==> config.mk <==
export PLATFORM = sky130hd
export DESIGN_NAME = cache_line_mover
export DESIGN_NICKNAME = d
export VERILOG_FILES = /design/src/rtl/cache_mover_pkg.sv /design/src/rtl/mover_addr_gen.sv /design/src/rtl/cache_line_mover.sv
export SDC_FILE = /design/constraint.sdc
export NUM_CORES = 1
export LEC_CHECK = 0
export CAP_MARGIN = 20
export CORE_ASPECT_RATIO = 1.1
export CORE_UTILIZATION = 43
export DETAILED_ROUTE_END_ITERATION = 8
export PLACE_DENSITY = 0.81
export SLEW_MARGIN = 10
export SYNTH_ARGS = -nofsm -noshare
export SYNTH_HDL_FRONTEND = slang
export SYNTH_SLANG_ARGS = --single-unit
==> constraint.sdc <==
create_clock -name clk -period 2.1 [get_ports clk]
set_clock_uncertainty 0.05 [all_clocks]
set_input_delay 0.42 -clock clk [delete_from_list [all_inputs] [get_ports clk]]
set_output_delay 0.42 -clock clk [all_outputs]
set_load 0.02 [all_outputs]
==> src/rtl/cache_mover_pkg.sv <==
// Shared types and constants for the cache line mover: FSM states,
// RAM write-enable encodings and the word-index width helper.
package cache_mover_pkg;

    typedef enum logic [1:0] {
        IDLE     = 2'd0,
        WB       = 2'd1,
        RF_ISSUE = 2'd2,
        RF_DRAIN = 2'd3
    } mover_state_e;

    localparam logic [3:0] MEM_WE_FULL = 4'hF;
    localparam logic [3:0] MEM_WE_NONE = 4'h0;

    // Width of a word index within a line; never narrower than one bit.
    function automatic int unsigned word_idx_w(input int unsigned line_words);
        return (line_words > 1) ? $clog2(line_words) : 1;
    endfunction

endpackage

==> src/rtl/mover_addr_gen.sv <==
// Word counter plus (critical-word rotated) index and base+4*idx byte address,
// shared by the writeback and refill phases of the cache line mover.
module mover_addr_gen
    import cache_mover_pkg::*;
#(
    parameter int LINE_WORDS = 8,
    localparam int IW = int'(word_idx_w(LINE_WORDS))
) (
    input  logic          clk,
    input  logic          rst_n,
    input  logic          clr,
    input  logic          step,
    input  logic [31:0]   base,
    input  logic [IW-1:0] crit,
    output logic [IW-1:0] idx,
    output logic [31:0]   addr,
    output logic          last
);

    logic [IW-1:0] cnt_q;
    logic [IW-1:0] cnt_d;

    always_comb begin
        cnt_d = cnt_q;
        if (clr) begin
            cnt_d = '0;
        end else if (step) begin
            cnt_d = cnt_q + 1'b1;
        end
    end

    always_ff @(posedge clk or negedge rst_n) begin
        if (!rst_n) begin
            cnt_q <= '0;
        end else begin
            cnt_q <= cnt_d;
        end
    end

    // LINE_WORDS is a power of two, so the IW-bit add wraps modulo the line.
    assign idx  = crit + cnt_q;
    assign addr = base + {{(30 - IW){1'b0}}, idx, 2'b00};
    assign last = (cnt_q == IW'(LINE_WORDS - 1));

endmodule

==> src/rtl/cache_line_mover.sv <==
// Moves cache lines between the data cache and the byte-enabled data RAM:
// optional victim writeback, then optional refill. Optional critical-word-first
// refill ordering is enabled by CACHE_MOVER_CRITICAL_WORD_FIRST_EN.
module cache_line_mover
    import cache_mover_pkg::*;
#(
    parameter int LINE_WORDS  = 8,
    parameter int OFFSET_BITS = $clog2(LINE_WORDS) + 2
) (
    input  logic                          clk,
    input  logic                          rst_n,
    input  logic                          req_valid,
    output logic                          req_ready,
    input  logic                          req_wb,
    input  logic [31:0]                   req_wb_addr,
    input  logic                          req_rf,
    input  logic [31:0]                   req_rf_addr,
    output logic [$clog2(LINE_WORDS)-1:0] wb_idx,
    input  logic [31:0]                   wb_word,
    output logic                          fill_valid,
    output logic [$clog2(LINE_WORDS)-1:0] fill_idx,
    output logic [31:0]                   fill_word,
    output logic                          done,
    output logic [31:0]                   mem_addr,
    output logic [31:0]                   mem_din,
    output logic [3:0]                    mem_we,
    input  logic [31:0]                   mem_dout
);

    localparam int IW = int'(word_idx_w(LINE_WORDS));
    localparam logic [31:0] LINE_MASK = ~((32'd1 << OFFSET_BITS) - 32'd1);

    mover_state_e  state_q, state_d;
    logic [31:0]   wb_base_q, wb_base_d;
    logic [31:0]   rf_base_q, rf_base_d;
    logic [IW-1:0] crit_q, crit_d;
    logic          rf_pend_q, rf_pend_d;
    logic          issued_all_q, issued_all_d;
    logic [31:0]   mem_addr_q, mem_addr_d;
    logic [31:0]   mem_din_q, mem_din_d;
    logic [3:0]    mem_we_q, mem_we_d;
    logic          bus_rd_q, bus_rd_d;
    logic [IW-1:0] bus_idx_q, bus_idx_d;
    logic          fill_valid_q;
    logic [IW-1:0] fill_idx_q;
    logic          done_q, done_d;

    logic          accept;
    logic [IW-1:0] req_crit;
    logic          gen_clr, gen_step, gen_last;
    logic [31:0]   gen_base, gen_addr;
    logic [IW-1:0] gen_crit, gen_idx;

    assign accept = req_valid && (state_q == IDLE);

`ifdef CACHE_MOVER_CRITICAL_WORD_FIRST_EN
    assign req_crit = req_rf_addr[OFFSET_BITS-1:2];
`else
    assign req_crit = '0;
`endif

    mover_addr_gen #(.LINE_WORDS(LINE_WORDS)) u_addr_gen (
        .clk   (clk),
        .rst_n (rst_n),
        .clr   (gen_clr),
        .step  (gen_step),
        .base  (gen_base),
        .crit  (gen_crit),
        .idx   (gen_idx),
        .addr  (gen_addr),
        .last  (gen_last)
    );

    always_ff @(posedge clk or negedge rst_n) begin
        if (!rst_n) begin
            state_q      <= IDLE;
            wb_base_q    <= '0;
            rf_base_q    <= '0;
            crit_q       <= '0;
            rf_pend_q    <= 1'b0;
            issued_all_q <= 1'b0;
            mem_addr_q   <= '0;
            mem_din_q    <= '0;
            mem_we_q     <= MEM_WE_NONE;
            bus_rd_q     <= 1'b0;
            bus_idx_q    <= '0;
            fill_valid_q <= 1'b0;
            fill_idx_q   <= '0;
            done_q       <= 1'b0;
        end else begin
            state_q      <= state_d;
            wb_base_q    <= wb_base_d;
            rf_base_q    <= rf_base_d;
            crit_q       <= crit_d;
            rf_pend_q    <= rf_pend_d;
            issued_all_q <= issued_all_d;
            mem_addr_q   <= mem_addr_d;
            mem_din_q    <= mem_din_d;
            mem_we_q     <= mem_we_d;
            bus_rd_q     <= bus_rd_d;
            bus_idx_q    <= bus_idx_d;
            fill_valid_q <= bus_rd_q;
            fill_idx_q   <= bus_idx_q;
            done_q       <= done_d;
        end
    end

    always_comb begin
        state_d = state_q;
        case (state_q)
            IDLE: begin
                if (accept) begin
                    if (req_wb) begin
                        state_d = WB;
                    end else if (req_rf) begin
                        state_d = RF_ISSUE;
                    end
                end
            end
            WB: begin
                if (gen_last) begin
                    state_d = rf_pend_q ? RF_ISSUE : IDLE;
                end
            end
            RF_ISSUE: begin
                if (issued_all_q) begin
                    state_d = RF_DRAIN;
                end
            end
            RF_DRAIN: state_d = IDLE;
            default:  state_d = IDLE;
        endcase
    end

    // mem_addr is registered, so each state computes the address the RAM sees
    // next cycle; a refill-only request issues its first read straight from IDLE.
    always_comb begin
        wb_base_d    = wb_base_q;
        rf_base_d    = rf_base_q;
        crit_d       = crit_q;
        rf_pend_d    = rf_pend_q;
        issued_all_d = issued_all_q;
        mem_addr_d   = mem_addr_q;
        mem_din_d    = mem_din_q;
        mem_we_d     = MEM_WE_NONE;
        bus_rd_d     = 1'b0;
        bus_idx_d    = bus_idx_q;
        done_d       = 1'b0;
        gen_clr      = 1'b0;
        gen_step     = 1'b0;
        gen_base     = rf_base_q;
        gen_crit     = crit_q;
        case (state_q)
            IDLE: begin
                gen_base = req_rf_addr & LINE_MASK;
                gen_crit = req_crit;
                gen_clr  = 1'b1;
                if (accept) begin
                    wb_base_d    = req_wb_addr & LINE_MASK;
                    rf_base_d    = req_rf_addr & LINE_MASK;
                    crit_d       = req_crit;
                    rf_pend_d    = req_rf;
                    issued_all_d = 1'b0;
                    if (!req_wb && req_rf) begin
                        mem_addr_d = gen_addr;
                        bus_rd_d   = 1'b1;
                        bus_idx_d  = gen_idx;
                        gen_clr    = 1'b0;
                        gen_step   = 1'b1;
                    end
                    if (!req_wb && !req_rf) begin
                        done_d = 1'b1;
                    end
                end
            end
            WB: begin
                gen_base   = wb_base_q;
                gen_crit   = '0;
                mem_addr_d = gen_addr;
                mem_din_d  = wb_word;
                mem_we_d   = MEM_WE_FULL;
                gen_step   = 1'b1;
                if (gen_last) begin
                    gen_clr = 1'b1;
                    done_d  = !rf_pend_q;
                end
            end
            RF_ISSUE: begin
                if (!issued_all_q) begin
                    mem_addr_d = gen_addr;
                    bus_rd_d   = 1'b1;
                    bus_idx_d  = gen_idx;
                    gen_step   = 1'b1;
                    if (gen_last) begin
                        issued_all_d = 1'b1;
                        gen_clr      = 1'b1;
                    end
                end
            end
            RF_DRAIN: begin
                issued_all_d = 1'b0;
            end
            default: begin
                gen_clr = 1'b1;
            end
        endcase
    end

    assign req_ready  = (state_q == IDLE);
    assign wb_idx     = gen_idx;
    assign fill_valid = fill_valid_q;
    assign fill_idx   = fill_idx_q;
    assign fill_word  = mem_dout;
    assign done       = done_q || (state_q == RF_DRAIN);
    assign mem_addr   = mem_addr_q;
    assign mem_din    = mem_din_q;
    assign mem_we     = mem_we_q;

endmodule

==> results of run 1 <==
flip-flops by register name, indices dropped and copies added, names as in the netlist:
register,flops
mem_addr,30
u_addr_gen.cnt_q,3
wb_base_q,27
done_q,1
state_q,2
rf_base_q,27
issued_all_q,1
bus_idx_q,3
fill_idx,3
rf_pend_q,1
mem_we,1
bus_rd_q,1
mem_din,32
fill_valid,1
timing repair:
item                                    in CTS  in global routing
buffers inserted                             0                  0
hold buffers                                 1                  0
resized for setup                            2                  0
hold endpoints to repair                    37                  0
endpoints found under the setup margin       2                  0
stage by stage:
stage                     hold slack (ns)  power (mW)  TNS, ns  worst slack [ns]
after global placement              0.284        10.0        0            0.0491
after floorplan                    0.0744        8.10        0             0.455
after global routing                0.310        13.6        0            0.0324
after detailed placement            0.296        10.3  -0.0116           -0.0116
final                               0.301        12.9        0            0.0860
after CTS                           0.308        13.0        0            0.0602
logic make-up (layout without fill, tap and decap cells):
family,count (synthesis),after routing,share of synthesized area (%)
adder cells (fa/ha/maj),2,2,0.422
flip-flops,133,133,56.2
multiplexers,125,125,23.1
AO/OA/AOI/OAI,70,70,6.13
buffers and inverters,72,217,8.56
other,1,2,0.0633
AND/OR/NAND/NOR,73,73,5.51
layout by cell type, fill, tap and decap left out, types with 2 or more instances in the layout:
master	synthesis	layout
clkdlybuf4s50_1	0	162
dfrtp_1	133	131
mux2_1	53	53
mux2_2	41	41
a21oi_1	32	32
nor2_1	31	31
mux2i_1	31	31
nand2_1	29	29
o21ai_1	20	20
clkbuf_16	0	17
o21ai_0	14	14
buf_4	41	14
clkbuf_1	3	5
buf_12	0	5
inv_1	3	3
clkinv_2	0	3
nand3b_1	2	2
ha_1	2	2
conb_1	1	2
clkbuf_8	0	2
dlygate4sd2_1	0	2
dfrtp_2	0	2
final timing paths:
kind | start | to | slack (ns) | cells past startpoint
min | bus_rd_q | fill_valid | 0.30 | 0
min in group asynchronous | rst_n | wb_base_q[19] | 0.48 | 2
max | state_q[1] | req_ready | 0.09 | 3
min reg2reg | bus_rd_q | fill_valid | 0.30 | 0
max reg2reg | state_q[1] | mem_addr[26] | 0.25 | 5
max in group asynchronous | rst_n | wb_base_q[28] | 0.83 | 3
critical path, cell delays in order (launching register included):
cell,delay (ns)
dfrtp_2,0.44
or2_1,0.28
inv_1,0.07
dlygate4sd2_1,0.34
per-layer routing:
layer  vias up  routed length, um  track usage (%)
met5         -                  0                0
met4         0                504             12.2
met3        42               1000             6.69
met2       145               6830             33.8
met1      2017               5090             21.1
li1       1866                  -                -
synth_stat cells:
library cell    n  area, um^2
buf_2          10        50.1
nor3b_1         1        7.51
nor2b_1         1        6.26
nand3_1         1        5.00
nor2_1         31         116
buf_1           3        11.3
a221oi_1        1        8.76
o21ai_0        14        70.1
inv_2           1        3.75
o22ai_1         1        6.26
nand3b_1        2        15.0
nand2b_1        1        6.26
and2_1          1        6.26
or4_1           1        7.51
nand2_1        29         109
buf_4          41         308
mux2_1         53         597
nor2_2          1        6.26
dfrtp_1       133        3330
conb_1          1        3.75
inv_1           3        11.3
and3b_1         1        8.76
clkbuf_2        2        10.0
a21oi_1        32         160
clkbuf_1        3        11.3
ha_1            2        25.0
nor4_1          1        6.26
buf_6           9         101
o21ai_1        20         100
o21ai_2         2        17.5
mux2_2         41         462
mux2i_1        31         310
or2_1           1        6.26
nor2_8          1        20.0
cell type report:
cell class | instances | area [um^2]
clock buffers | 24 | 472
multi-input cells | 272 | 2110
flip-flops and latches | 133 | 3330
fillers | 1110 | 5260
well taps | 184 | 230
clock inverters | 5 | 52.6
inverters | 4 | 15.0
repair buffers | 184 | 1850
where the power goes:
part / internal [mW] / switching [mW] / total (mW) / leakage, nW
Combinational: 2.85 / 2.85 / 5.70 / 1.56
Sequential: 3.84 / 0.681 / 4.52 / 1.60
Clock: 1.66 / 0.995 / 2.66 / 0.256
==> impl_metrics.py, run 1 <==
metrics = {
    "worst_setup_path": {
        "path_class": "reg -> out",
        "cp_max_fo": 6,
        "endpoint_kind": "primary output",
        "required_ns": 1.63,
        "cp.arrival_ns": 1.54,
        "cp-start-kind": "flop",
    },
    "cts": {
        "cts_tree": "yes",
        "cts_inserted_buffers": 17,
        "clock_sinks": 133,
        "htree_levels": 4,
        "root_buffer": "clkbuf_16",
        "clkLatencyLatePin_ns": 0.41,
        "clk_pin_slew_ns": 0.05,
        "cts.path.max_buffers": 2,
    },
    "synth": {
        "yosysWarningCount": 0,
        "yosysSeqAreaShare_pct": 56.2,
        "syn-cell-area_um2": 5920,
        "syn_inst": 476,
        "yosys_register_bits": 133,
        "postSynthAreaPerCell_um2": 12.4,
        "synth_cell_type_count": 34,
    },
    "timing": {
        "hold_violations": 0,
        "period_share_pct": 95.9,
        "slew_violations": 0,
        "fmax_mhz": 497,
        "slew_headroom_pct": 62.2,
        "rsz0062_at_grt": "no",
        "setup_viol": 0,
        "worst_pin_slew_ns": 0.567,
        "min_period_ns": 2.01,
    },
    "worst_hold_path": {
        "hold_class": "reg -> reg",
    },
    "routing": {
        "vias": 4070,
        "via_per_inst": 5.05,
        "drc": 0,
        "dr.pass1.iters": 4,
        "ant_nets": 0,
        "routedWlPerCell_um": 16.6,
        "routed_wl_um": 13400,
        "drtIter0Drc": 79,
    },
    "power": {
        "leakage_nw": 3.41,
        "power.density_cell_area_nw_per_um2": 1600,
        "ir_drop_uv": 828,
    },
    "grt": {
        "overflow": 0,
        "grt_max_degree": 50,
        "antenna_found_initial": 0,
        "groute.usage.overall_pct": 19.8,
        "grt_pass1_wl_um": 21700,
        "grt_pass1_vias": 4384,
    },
    "status": {
        "outcome": "completed",
    },
    "finish": {
        "fin_util_pct": 60.5,
        "drive_above_1_share_pct": 14.8,
        "final_area_um2": 8060,
        "area_growth_pct": 36.1,
        "fin_cells": 806,
        "antennaDiodeCount": 0,
        "fin_nets": 747,
    },
    "floorplan": {
        "core_area_um2": 13300,
        "die_area_um2": 14200,
        "pin_count": 242,
        "start_util_pct": 44.4,
        "fp.dieW_um": 114,
        "rows": 44,
        "die_height_um": 125,
    },
    "placement": {
        "dp.final_hpwl_um": 9490,
        "place_inst": 776,
        "placed_cell_area_um2": 7530,
        "place.gp.congestion": 0.807,
        "numPortBuffers": 165,
    },
    "flow_run": {
        "cap_violations": 0,
    },
}
Power figures use the tool's default switching activity.
==> run 2, diff against run 1 <==
- CTS_CLUSTER_SIZE: unset -> 8
- SLEW_MARGIN: 10 -> unset
==> results of run 2 <==
Same layout as run 1: the final DEF is identical, and so are final timing and power.
